`config.mk`:
```
export PLATFORM = sky130hd
export DESIGN_NAME = log2_iter_flat
export DESIGN_NICKNAME = d
export VERILOG_FILES = /design/src/rtl/log2_iter_pkg.sv /design/src/rtl/log2_iter_if.sv /design/src/rtl/log2_iter_lod.sv /design/src/rtl/log2_iter.sv /design/src/flat_wrapper.sv
export SDC_FILE = /design/constraint.sdc
export NUM_CORES = 1
export LEC_CHECK = 0
export CAP_MARGIN = 10
export CORE_ASPECT_RATIO = 0.7
export CORE_UTILIZATION = 40
export CTS_CLUSTER_DIAMETER = 30
export DETAILED_ROUTE_END_ITERATION = 12
export GPL_ROUTABILITY_DRIVEN = 0
export PLACE_DENSITY = 0.65
export SLEW_MARGIN = 40
export SYNTH_ARGS = -nofsm -noshare
export SYNTH_HDL_FRONTEND = slang
export SYNTH_SLANG_ARGS = --single-unit
```
`constraint.sdc`:
```
create_clock -name clk -period 5.5 [get_ports clk]
set_clock_uncertainty 0.05 [all_clocks]
set_input_delay 1.1 -clock clk [delete_from_list [all_inputs] [get_ports clk]]
set_output_delay 1.1 -clock clk [all_outputs]
set_load 0.01 [all_outputs]
```
`src/rtl/log2_iter_pkg.sv`:
```
// rtl/log2_iter_pkg.sv - shared FSM encodings and width helpers for the iterative log2 unit
package log2_iter_pkg;

    localparam logic [1:0] ST_IDLE = 2'd0;
    localparam logic [1:0] ST_NORM = 2'd1;
    localparam logic [1:0] ST_FRAC = 2'd2;
    localparam logic [1:0] ST_DONE = 2'd3;

    function automatic int log_w_of(input int width);
        return (width < 2) ? 1 : $clog2(width);
    endfunction

    // A zero-bit fraction port is not legal, so FRAC_BITS=0 still carries one bit.
    function automatic int frac_w_of(input int frac_bits);
        return (frac_bits > 0) ? frac_bits : 1;
    endfunction

endpackage

```
`src/rtl/log2_iter_if.sv`:
```
// rtl/log2_iter_if.sv - producer/consumer handshake bundle for log2_iter
interface log2_iter_if #(
    parameter int WIDTH     = 8,
    parameter int FRAC_BITS = 4
);
    import log2_iter_pkg::*;

    localparam int LOG_W  = log_w_of(WIDTH);
    localparam int FRAC_W = frac_w_of(FRAC_BITS);

    logic              in_valid;
    logic              in_ready;
    logic [WIDTH-1:0]  number;
    logic              out_valid;
    logic              out_ready;
    logic [LOG_W-1:0]  log_int;
    logic [FRAC_W-1:0] log_frac;
    logic              out_zero;

    modport slave (
        input  in_valid, number, out_ready,
        output in_ready, out_valid, log_int, log_frac, out_zero
    );

    modport master (
        output in_valid, number, out_ready,
        input  in_ready, out_valid, log_int, log_frac, out_zero
    );

endinterface

```
`src/rtl/log2_iter_lod.sv`:
```
// rtl/log2_iter_lod.sv - combinational leading-one detector, shared with the combinational log2
module lod
    import log2_iter_pkg::*;
#(
    parameter int   WIDTH = 8,
    localparam int  LOG_W = log_w_of(WIDTH)
) (
    input  logic [WIDTH-1:0] value,
    output logic [LOG_W-1:0] index,
    output logic             zero
);

    // Ascending scan: the last set bit seen wins, which is the highest one.
    always_comb begin
        index = '0;
        for (int i = 0; i < WIDTH; i++) begin
            if (value[i]) begin
                index = LOG_W'(i);
            end
        end
    end

    assign zero = ~|value;

endmodule

```
`src/rtl/log2_iter.sv`:
```
// rtl/log2_iter.sv - sequential log2: leading-one normalise, then one fractional bit per clock by squaring
module log2_iter
    import log2_iter_pkg::*;
#(
    parameter int WIDTH     = 8,
    parameter int FRAC_BITS = 4
) (
    input  logic        clk,
    input  logic        rst_n,
    log2_iter_if.slave  bus
);

    localparam int LOG_W  = log_w_of(WIDTH);
    localparam int FRAC_W = frac_w_of(FRAC_BITS);
    localparam int CNT_W  = $clog2(FRAC_BITS + 2);

    logic [1:0]          state;
    logic [WIDTH-1:0]    num_r;
    logic [WIDTH-1:0]    mant;
    logic [CNT_W-1:0]    cnt;
    logic [LOG_W-1:0]    log_int_r;
    logic [FRAC_W-1:0]   frac_r;
    logic                zero_r;
    logic                valid_r;

    logic [LOG_W-1:0]    lod_idx;
    logic                lod_zero;
    logic [LOG_W-1:0]    shamt;
    logic [WIDTH-1:0]    norm_mant;
    logic [2*WIDTH-1:0]  sq;
    logic                sq_ge2;
    logic                frac_bit;
    logic [WIDTH-1:0]    mant_next;
    logic [FRAC_W-1:0]   frac_next;

    lod #(.WIDTH(WIDTH)) u_lod (
        .value (num_r),
        .index (lod_idx),
        .zero  (lod_zero)
    );

    // Mantissa is 1.(WIDTH-1) fixed point, so its square is 2.(2*WIDTH-2) and never overflows.
    assign shamt     = LOG_W'(WIDTH - 1) - lod_idx;
    assign norm_mant = num_r << shamt;
    assign sq        = {{WIDTH{1'b0}}, mant} * {{WIDTH{1'b0}}, mant};
    assign sq_ge2    = sq[2*WIDTH-1];
    assign frac_bit  = sq_ge2 & ~zero_r;
    assign mant_next = sq_ge2 ? WIDTH'(sq >> WIDTH) : WIDTH'(sq >> (WIDTH - 1));
    assign frac_next = FRAC_W'({frac_r, frac_bit});

    always_ff @(posedge clk or negedge rst_n) begin
        if (!rst_n) begin
            state     <= ST_IDLE;
            num_r     <= '0;
            mant      <= '0;
            cnt       <= '0;
            log_int_r <= '0;
            frac_r    <= '0;
            zero_r    <= 1'b0;
            valid_r   <= 1'b0;
        end else begin
            case (state)
                ST_IDLE: begin
                    if (bus.in_valid) begin
                        num_r  <= bus.number;
                        frac_r <= '0;
                        zero_r <= 1'b0;
                        state  <= ST_NORM;
                    end
                end
                ST_NORM: begin
                    log_int_r <= lod_zero ? '0 : lod_idx;
                    zero_r    <= lod_zero;
                    mant      <= norm_mant;
                    cnt       <= '0;
                    state     <= (FRAC_BITS > 0) ? ST_FRAC : ST_DONE;
                end
                ST_FRAC: begin
                    mant   <= mant_next;
                    frac_r <= frac_next;
                    cnt    <= cnt + 1'b1;
                    if (cnt == CNT_W'(FRAC_BITS - 1)) begin
                        state <= ST_DONE;
                    end
                end
                ST_DONE: begin
                    // First DONE cycle raises out_valid; results are then frozen until taken.
                    if (!valid_r) begin
                        valid_r <= 1'b1;
                    end else if (bus.out_ready) begin
                        valid_r <= 1'b0;
                        state   <= ST_IDLE;
                    end
                end
                default: state <= ST_IDLE;
            endcase
        end
    end

    assign bus.in_ready  = (state == ST_IDLE);
    assign bus.out_valid = valid_r;
    assign bus.log_int   = log_int_r;
    assign bus.log_frac  = frac_r;
    assign bus.out_zero  = zero_r;

endmodule

```
`src/flat_wrapper.sv`:
```
// flat-port wrapper written by rule: the top's interface ports become plain ports
module log2_iter_flat import log2_iter_pkg::*;
#(
    parameter int WIDTH     = 8,
    parameter int FRAC_BITS = 4
)
  (clk, rst_n, bus_in_valid, bus_number, bus_out_ready, bus_in_ready, bus_out_valid, bus_log_int, bus_log_frac, bus_out_zero);
  log2_iter_if #(.WIDTH(WIDTH), .FRAC_BITS(FRAC_BITS)) bus_i ();
  input  logic clk;
  input  logic rst_n;
  input wire logic [$bits(bus_i.in_valid)-1:0] bus_in_valid;
  input wire logic [$bits(bus_i.number)-1:0] bus_number;
  input wire logic [$bits(bus_i.out_ready)-1:0] bus_out_ready;
  output wire logic [$bits(bus_i.in_ready)-1:0] bus_in_ready;
  output wire logic [$bits(bus_i.out_valid)-1:0] bus_out_valid;
  output wire logic [$bits(bus_i.log_int)-1:0] bus_log_int;
  output wire logic [$bits(bus_i.log_frac)-1:0] bus_log_frac;
  output wire logic [$bits(bus_i.out_zero)-1:0] bus_out_zero;
  assign bus_i.in_valid = bus_in_valid;
  assign bus_i.number = bus_number;
  assign bus_i.out_ready = bus_out_ready;
  assign bus_in_ready = bus_i.in_ready;
  assign bus_out_valid = bus_i.out_valid;
  assign bus_log_int = bus_i.log_int;
  assign bus_log_frac = bus_i.log_frac;
  assign bus_out_zero = bus_i.out_zero;
  log2_iter #(.WIDTH(WIDTH), .FRAC_BITS(FRAC_BITS)) u_core (.clk(clk), .rst_n(rst_n), .bus(bus_i));
endmodule
```
# Yosys cells after proc, flatten, opt, wreduce, memory -nomap -nowiden
# Cells that the tools add are included.
dict set report totals {
  ff_bits 30
  inputBits 12
  out_inout_bits 10
  elab_cells 54
}
dict set report classes {
  add_sub_neg 2
  multipliers 1
  eq_ne 8
  shift 1
  muxes 22
  bitwise 2
  n_reduce_logical 10
}
# op count
set ops {}
lappend ops {{3-bit two-way mux} 7}
lappend ops {{8-bit by 8-bit multiplier with 16-bit output} 1}
lappend ops {{8-bit case mux with 2 select lines} 1}
lappend ops {{2-bit two-way mux} 4}
lappend ops {{8-bit two-way mux} 1}
lappend ops {{2-bit case mux with 4 select lines} 1}
lappend ops {{4-bit case mux with 2 select lines} 1}
lappend ops {{8-bit OR reduction} 1}
lappend ops {{8-bit by 3-bit << shifter with 8-bit output} 1}
lappend ops {{3-bit case mux with 2 select lines} 1}
lappend ops {{2-bit AND reduction} 3}
lappend ops {{2-bit nonzero test} 3}
lappend ops {{2-bit equality test (second input constant)} 2}
lappend ops {{1-bit two-way mux} 4}
lappend ops {{4-bit two-way mux} 1}
lappend ops {{2-bit by 1-bit != test with 1-bit output (second input constant)} 2}
lappend ops {{2-bit != test (second input constant)} 2}
lappend ops {{4-bit AND reduction} 1}
lappend ops {{3-bit by 1-bit adder with 3-bit output (second input constant)} 1}
lappend ops {{3-bit by 2-bit equality test with 1-bit output (second input constant)} 1}
lappend ops {{3-bit subtractor (first input constant)} 1}
lappend ops {{2-bit by 1-bit equality test with 1-bit output (second input constant)} 1}
lappend ops {{2-bit zero test} 1}
lappend ops {{1-bit case mux with 2 select lines} 1}
lappend ops {{other kinds (3)} 3}

# Depth between registers and ports, before layout
# Gate-level depths: netlist of the first run.
dict set report logic_depth {
  depth_word 10
  mapped_depth 19
  ltp_nobuf 18
}

# Hierarchy
# From an unflattened synthesis of the first run, not the netlist that was laid out.
dict set report hier_totals {
  cells_unflattened 372
  area_unflattened_um2 3442.1
}
# module n_inst cells_each area_each_um2 seq_area_each_um2
set by_module_without_submodules {}
lappend by_module_without_submodules {log2_iter 1 361 3374.5 750.7}
lappend by_module_without_submodules {lod 1 11 67.6 0.0}

# Worst setup path before layout of the first run
# No wires, ideal clock.
dict set report synth_timing {
  path_type {register to register}
  from {register u_core.mant[5]}
  to {register u_core.mant[4]}
  setup_time_ns 0.124
  t_arrival_ns 4.530
  t_required_ns 5.326
  path_slack_ns 0.796
  path_stages_with_launch 16
  path_buffers 1
  synth_period_minus_slack_ns 4.704
  cell_sequence {dfrtp_1 > clkbuf_1 > and2_1 > fa_1 > fa_1 > inv_1 > fa_1 > fa_1 > inv_1 > ha_1 > and3_1 > and3_2 > a221o_1 > xor2_1 > nor3b_1 > a211o_1}
}
dict set report synth_between {
  elab_chain_cells 3
}
# element line
set synth_lines {}
lappend synth_lines {{start: declaration} log2_iter.sv:19} ;# logic [WIDTH-1:0] mant;
lappend synth_lines {{start signal: assignment} log2_iter.sv:74} ;# mant <= norm_mant;
lappend synth_lines {{start signal: assignment} log2_iter.sv:79} ;# mant <= mant_next;
lappend synth_lines {{8-bit by 8-bit multiplier with 16-bit output} log2_iter.sv:45} ;# assign sq = {{WIDTH{1'b0}}, mant} * {{WIDTH{1'b0}}, mant};
lappend synth_lines {{8-bit two-way mux} log2_iter.sv:48} ;# assign mant_next = sq_ge2 ? WIDTH'(sq >> WIDTH) : WIDTH'(sq >> (WIDTH - 1));
lappend synth_lines {{8-bit case mux with 2 select lines} log2_iter.sv:62} ;# case (state)
# Every way passes these cells.
# A chain may end at the register's enable or synchronous reset.

# Worst setup path after layout of the first run
dict set report layout_timing {
  from {register u_core.mant[5]}
  to {register u_core.mant[6]}
}
# Same word-level chain as after synthesis.

==> results of run 1 <==
==> cell usage after synthesis, types with 3 or more instances <==
library cell / n / area share
inv_1: 55 / 0.065
ha_1: 35 / 0.14
dfrtp_1: 30 / 0.24
fa_1: 24 / 0.15
nand2_1: 24 / 0.028
nor2_1: 21 / 0.025
a21oi_1: 16 / 0.025
and2_1: 12 / 0.024
o21ai_0: 11 / 0.017
xnor2_1: 10 / 0.028
mux2_2: 9 / 0.032
mux2i_1: 9 / 0.028
nand3_1: 7 / 0.011
and2_2: 5 / 0.012
clkbuf_1: 5 / 0.0059
nor3_1: 5 / 0.0079
a21o_1: 4 / 0.0094
a22oi_1: 3 / 0.0071
a32o_1: 3 / 0.0094
o21ai_1: 3 / 0.0047
o221ai_1: 3 / 0.0083
or3_1: 3 / 0.0059
xor2_1: 3 / 0.0083
==> cell usage in the layout, fill, tap and decap left out, types with 7 or more instances in the layout <==
| cell type | count |
|---|---|
| inv_1 | 55 |
| mux2_2 | 9 |
| nor2_1 | 21 |
| fa_1 | 24 |
| o21ai_0 | 11 |
| mux2i_1 | 9 |
| dfrtp_1 | 30 |
| a21oi_1 | 16 |
| and2_1 | 12 |
| xnor2_1 | 10 |
| clkdlybuf4s50_1 | 21 |
| nand3_1 | 7 |
| nand2_1 | 24 |
| ha_1 | 35 |
==> worst max-delay path, delay by kind of cell, from the launching register on <==
kind / cells / cell delay, ns
compound gates: 3 / 0.60
fa+ha+maj: 5 / 2.41
buf+inv: 2 / 0.10
flops: 1 / 0.60
simple gates: 4 / 1.06
==> state kept, by name, summed over array words and instances (netlist names) <==
register / flops
u_core.bus.log_frac: 4
u_core.bus.log_int: 3
u_core.bus.out_valid: 1
u_core.bus.out_zero: 1
u_core.cnt: 3
u_core.mant: 8
u_core.num_r: 8
u_core.state: 2
==> metal layers <==
| metal | share of wire | up-vias |
|---|---|---|
| met5 | 0 | - |
| met4 | 0.011 | 0 |
| met3 | 0.036 | 9 |
| met2 | 0.41 | 39 |
| met1 | 0.54 | 1175 |
| li1 | - | 1197 |
==> logic make-up after synthesis <==
| kind of cell | count (synthesis) | synth area share |
|---|---|---|
| muxes | 18 | 0.0602 |
| buffers and inverters | 63 | 0.0775 |
| xor gates and xnor gates | 13 | 0.0358 |
| adders and majority gates | 59 | 0.289 |
| and+or+nand+nor | 88 | 0.139 |
| AOI/OAI and AO/OA | 69 | 0.163 |
| DFF | 30 | 0.236 |
==> final cells by class <==
type                            instances  area (sq um)
Tap cell                               98           123
Clock buffer                            7           143
Multi-Input combinational cell        247          2180
Fill cell                             715          3850
Inverter                               55           206
Timing Repair Buffer                   22           218
Sequential cell                        30           751
Clock inverter                          1          5.00
==> worst max path at each step <==
stage	to	depth (start not counted)	slack, ns	from
floorplan	u_core.mant[4]	15	0.80	u_core.mant[5]
global placement	u_core.mant[4]	14	0.70	u_core.mant[5]
detailed placement	u_core.mant[6]	14	0.61	u_core.mant[5]
CTS	u_core.mant[6]	14	0.59	u_core.mant[5]
global route	u_core.mant[1]	15	0.37	u_core.mant[5]
finish	u_core.mant[6]	14	0.58	u_core.mant[5]
==> through the flow <==
step | hold slack [ns] | area, sq um | cells | util | worst slack [ns]
finish | 0.439 | 3630 | 460 | 0.485 | 0.577
global route | 0.479 | 3630 | 460 | 0.485 | 0.371
CTS | 0.445 | 3630 | 460 | 0.485 | 0.589
detailed placement | 0.438 | 3480 | 452 | 0.465 | 0.613
global placement | 0.420 | 3480 | 452 | 0.465 | 0.699
floorplan | 0.407 | 3180 | 340 | - | 0.796
==> flow_metrics.tcl, run 1 <==
set metrics [dict create \
    outcome "complete, no violations" \
    busiest_layer "met1" \
    synthFlopType "dfrtp_1" \
    wire_per_inst_microns 14.4 \
    wl_microns 6640 \
    fmax_mhz 203 \
    crit_type "register to register" \
    cts_resized 0 \
    synth_nets 411 \
    cp-end-kind "register" \
    cts_tree "built" \
    use_met1 0.275 \
    hold_viol 0 \
    final.setup.tns_ns 0 \
    critPathLaunchType "register" \
    io_buffers 21 \
    cp.required_ns 5.65 \
    cp_max_fo 13 \
    hold_class "register to register" \
    grt.overflow.total 0 \
    rsz0062_at_grt "false" \
    path_cells "and2_1 -> fa_1 -> fa_1 -> inv_1 -> fa_1 -> fa_1 -> inv_1 -> ha_1 -> and3_1 -> and3_2 -> a22oi_4 -> o311a_4 -> or3_1 -> o211ai_1" \
    viasPerCell 5.26 \
    die_x_microns 109 \
    synth_seq_area_share 0.236 \
    insertion_delay_ns 0.28 \
    finalSetupViolCount 0 \
    vias 2420 \
    cp_common_cell "fa_1" \
    period_minus_slack_ns 4.92 \
    ctsHoldBuffers 0 \
    synth_seq_cells 30 \
    ys_warn_count 0 \
    syn_avg_cell_area_sq_um 9.36 \
    htreeDepth 2 \
    crit_slowest_cell "dfrtp_1" \
    synth_cells 340 \
    finalCritPeriodShare 0.895 \
    layout-drive-gt1-share 0.0912 \
    track_usage 0.177 \
    drt_first_pass_iters 4 \
    grt_pass1_wl_microns 11600 \
    timing.rr.start "u_core.mant[5]" \
    drv_cap 0 \
    timing.rr.end "u_core.mant[6]" \
    syn_to_final_growth_pct 14.1 \
    whs_endpoint "u_core.cnt[0]" \
    ys_types 54 \
    globalRouteMet2Util 0.247 \
    r2r_cells 14 \
    cts_setup_buffers 0 \
    ant_nets 0 \
    tightest_slew_ns 0.660 \
    antenna_found_initial 0 \
    die_y_microns 76.6 \
    synth_edf_count 0 \
    arrival_ns 5.07 \
    clockBufferDepth 2 \
    die-area_sq_mm 0.00832 \
    ios 22 \
    nets 432 \
    grt_pass1_vias 2393 \
    cpPeakStageDelay_ns 0.60 \
    min_path_cells 1 \
    hold_path_startpoint "u_core.cnt[0]" \
    place_hpwl_microns 5250 \
    numCtsBuffers 5 \
    start_util 0.425 \
    drc 0 \
    diodes 0 \
    slew_violations 0 \
    core_sq_mm 0.00748 \
    clock-sinks 30 \
    grt_max_degree 31 \
    synthArstFlopShare 1.00 \
    cts-root-buf "clkbuf_16" \
    clk_pin_slew_worst_paths_ns 0.05 \
    r2r_setup_slack_ns 0.58 \
    rows 26 \
    gr-usage-met3 0.0359 \
    drtIter0Drc 138 \
    slew_headroom 0.559 \
    synthesis.area_sq_mm 0.00318 \
]
Power of run 1 is not shown: default switching activity piles up to over one toggle a cycle in this logic, so the estimate is an artifact.
==> inputs of run 2 (changes only) <==
--- a/config.mk
+++ b/config.mk
@@ -7,11 +7,12 @@
 export LEC_CHECK = 0
 export CAP_MARGIN = 10
 export CORE_ASPECT_RATIO = 0.7
-export CORE_UTILIZATION = 40
+export CORE_MARGIN = 4
+export CORE_UTILIZATION = 60
 export CTS_CLUSTER_DIAMETER = 30
 export DETAILED_ROUTE_END_ITERATION = 12
 export GPL_ROUTABILITY_DRIVEN = 0
-export PLACE_DENSITY = 0.65
+export PLACE_DENSITY = 0.88
 export SLEW_MARGIN = 40
 export SYNTH_ARGS = -nofsm -noshare
 export SYNTH_HDL_FRONTEND = slang
==> run 2 against run 1 <==
- cell count down 6.3%
- critical path depth unchanged
- routed wire length is 6.0% higher
- critical endpoint is now u_core.mant[4]
- largest cell class unchanged
==> flow_metrics.tcl, run 2 (same netlist as run 1, synthesis figures left out) <==
set metrics [dict create \
    hold_class "register to register" \
    antenna_found_initial 0 \
    drtIter0Drc 200 \
    cp_common_cell "fa_1" \
    finalCritPeriodShare 0.890 \
    slew_headroom 0.563 \
    die_y_microns 68.9 \
    grt_pass1_wl_microns 11900 \
    final_cell_mix "inv_1, ha_1, dfrtp_1" \
    vias 2505 \
    rsz0062_at_grt "false" \
    worst_path_dominant_cell_family "adder cells" \
    crit_type "register to register" \
    drc 0 \
    fillCellCount 372 \
    drt_first_pass_iters 5 \
    ios 22 \
    critPathLaunchType "register" \
    cts_setup_buffers 0 \
    cts_tree "built" \
    slew_violations 0 \
    insertion_delay_ns 0.29 \
    die_x_microns 95.0 \
    syn_to_final_growth_pct 11.7 \
    final.setup.tns_ns 0 \
    nets 432 \
    layout-drive-gt1-share 0.0939 \
    cp.required_ns 5.62 \
    grt_pass1_vias 2447 \
    cts-root-buf "clkbuf_8" \
    wl_microns 7040 \
    start_util 0.644 \
    ctsHoldBuffers 0 \
    grt_max_degree 31 \
    rows 21 \
    fin_util 0.720 \
    r2r_cells 14 \
    critical_path_cell_count 14 \
    min_path_cells 1 \
    cp_max_fo 11 \
    cp-end-kind "register" \
    outcome "complete, no violations" \
    cpPeakStageDelay_ns 0.56 \
    core_sq_mm 0.00494 \
    track_usage 0.241 \
    die-area_sq_mm 0.00655 \
    period_minus_slack_ns 4.90 \
    diodes 0 \
    clk_pin_slew_worst_paths_ns 0.07 \
    clock-sinks 30 \
    finalSetupViolCount 0 \
    crit_slowest_cell "dfrtp_1" \
    wire_per_inst_microns 16.3 \
    viasPerCell 5.81 \
    place_hpwl_microns 5470 \
    path_cells "and2_1 -> fa_1 -> fa_1 -> inv_1 -> fa_1 -> fa_1 -> inv_1 -> ha_1 -> and3_1 -> and3_2 -> a221o_1 -> xor2_1 -> nor3b_1 -> a211o_1" \
    fmax_mhz 204 \
    cts_resized 0 \
    tightest_slew_ns 0.649 \
    drv_cap 0 \
    htreeDepth 2 \
    numCtsBuffers 5 \
    critPathBufInv 2 \
    hold_viol 0 \
    clockBufferDepth 2 \
    ant_nets 0 \
    io_buffers 21 \
    final_common_cell "inv_1" \
    arrival_ns 5.02 \
    grt.overflow.total 0 \
]
==> run 2: per-layer routing <==
layer / GRT usage / vias to the layer above / part of all wire
met1: 0.331 / 1200 / 0.45
met5: 0 / - / 0
met4: 0.0683 / 0 / 0.014
li1: - / 1187 / -
met2: 0.378 / 101 / 0.46
met3: 0.0651 / 17 / 0.077
==> run 2: layout make-up <==
class | count | area, sq um | area share
Clock buffer | 5 | 68.8 | 0.0194
Clock inverter | 3 | 40.0 | 0.0113
Inverter | 55 | 206 | 0.0581
Multi-Input combinational cell | 247 | 2180 | 0.615
Sequential cell | 30 | 751 | 0.211
Tap cell | 69 | 86.3 | 0.0243
Timing Repair Buffer | 22 | 218 | 0.0612
==> run 2: worst register-to-register path: stages (launching register included) <==
cell and delay, ns:
dfrtp_1 0.56, and2_1 0.25, fa_1 0.46, fa_1 0.54, inv_1 0.05, fa_1 0.50, fa_1 0.56, inv_1 0.05
ha_1 0.35, and3_1 0.21, and3_2 0.24, a221o_1 0.38, xor2_1 0.17, nor3b_1 0.15, a211o_1 0.27
==> run 2: path summary, 6_finish.rpt <==
check / start / to / slack [ns]
min in group asynchronous: rst_n / u_core.bus.log_frac[3] / 1.16
max: u_core.mant[5] / u_core.mant[4] / 0.60
min: u_core.cnt[0] / u_core.cnt[0] / 0.44
min reg2reg: u_core.cnt[0] / u_core.cnt[0] / 0.44
max reg2reg: u_core.mant[5] / u_core.mant[4] / 0.60
max in group asynchronous: rst_n / u_core.num_r[0] / 3.94
==> run 2: metrics by stage <==
| step | setup WS (ns) | cells | cell area (sq um) | hold WS [ns] |
|---|---|---|---|---|
| floorplan | 0.796 | 340 | 3180 | 0.407 |
| global placement | 0.737 | 423 | 3450 | 0.419 |
| detailed placement | 0.622 | 423 | 3450 | 0.427 |
| CTS | 0.604 | 431 | 3550 | 0.439 |
| global route | 0.343 | 431 | 3550 | 0.453 |
| finish | 0.603 | 431 | 3550 | 0.438 |
Power of run 2 is left out for the same reason.
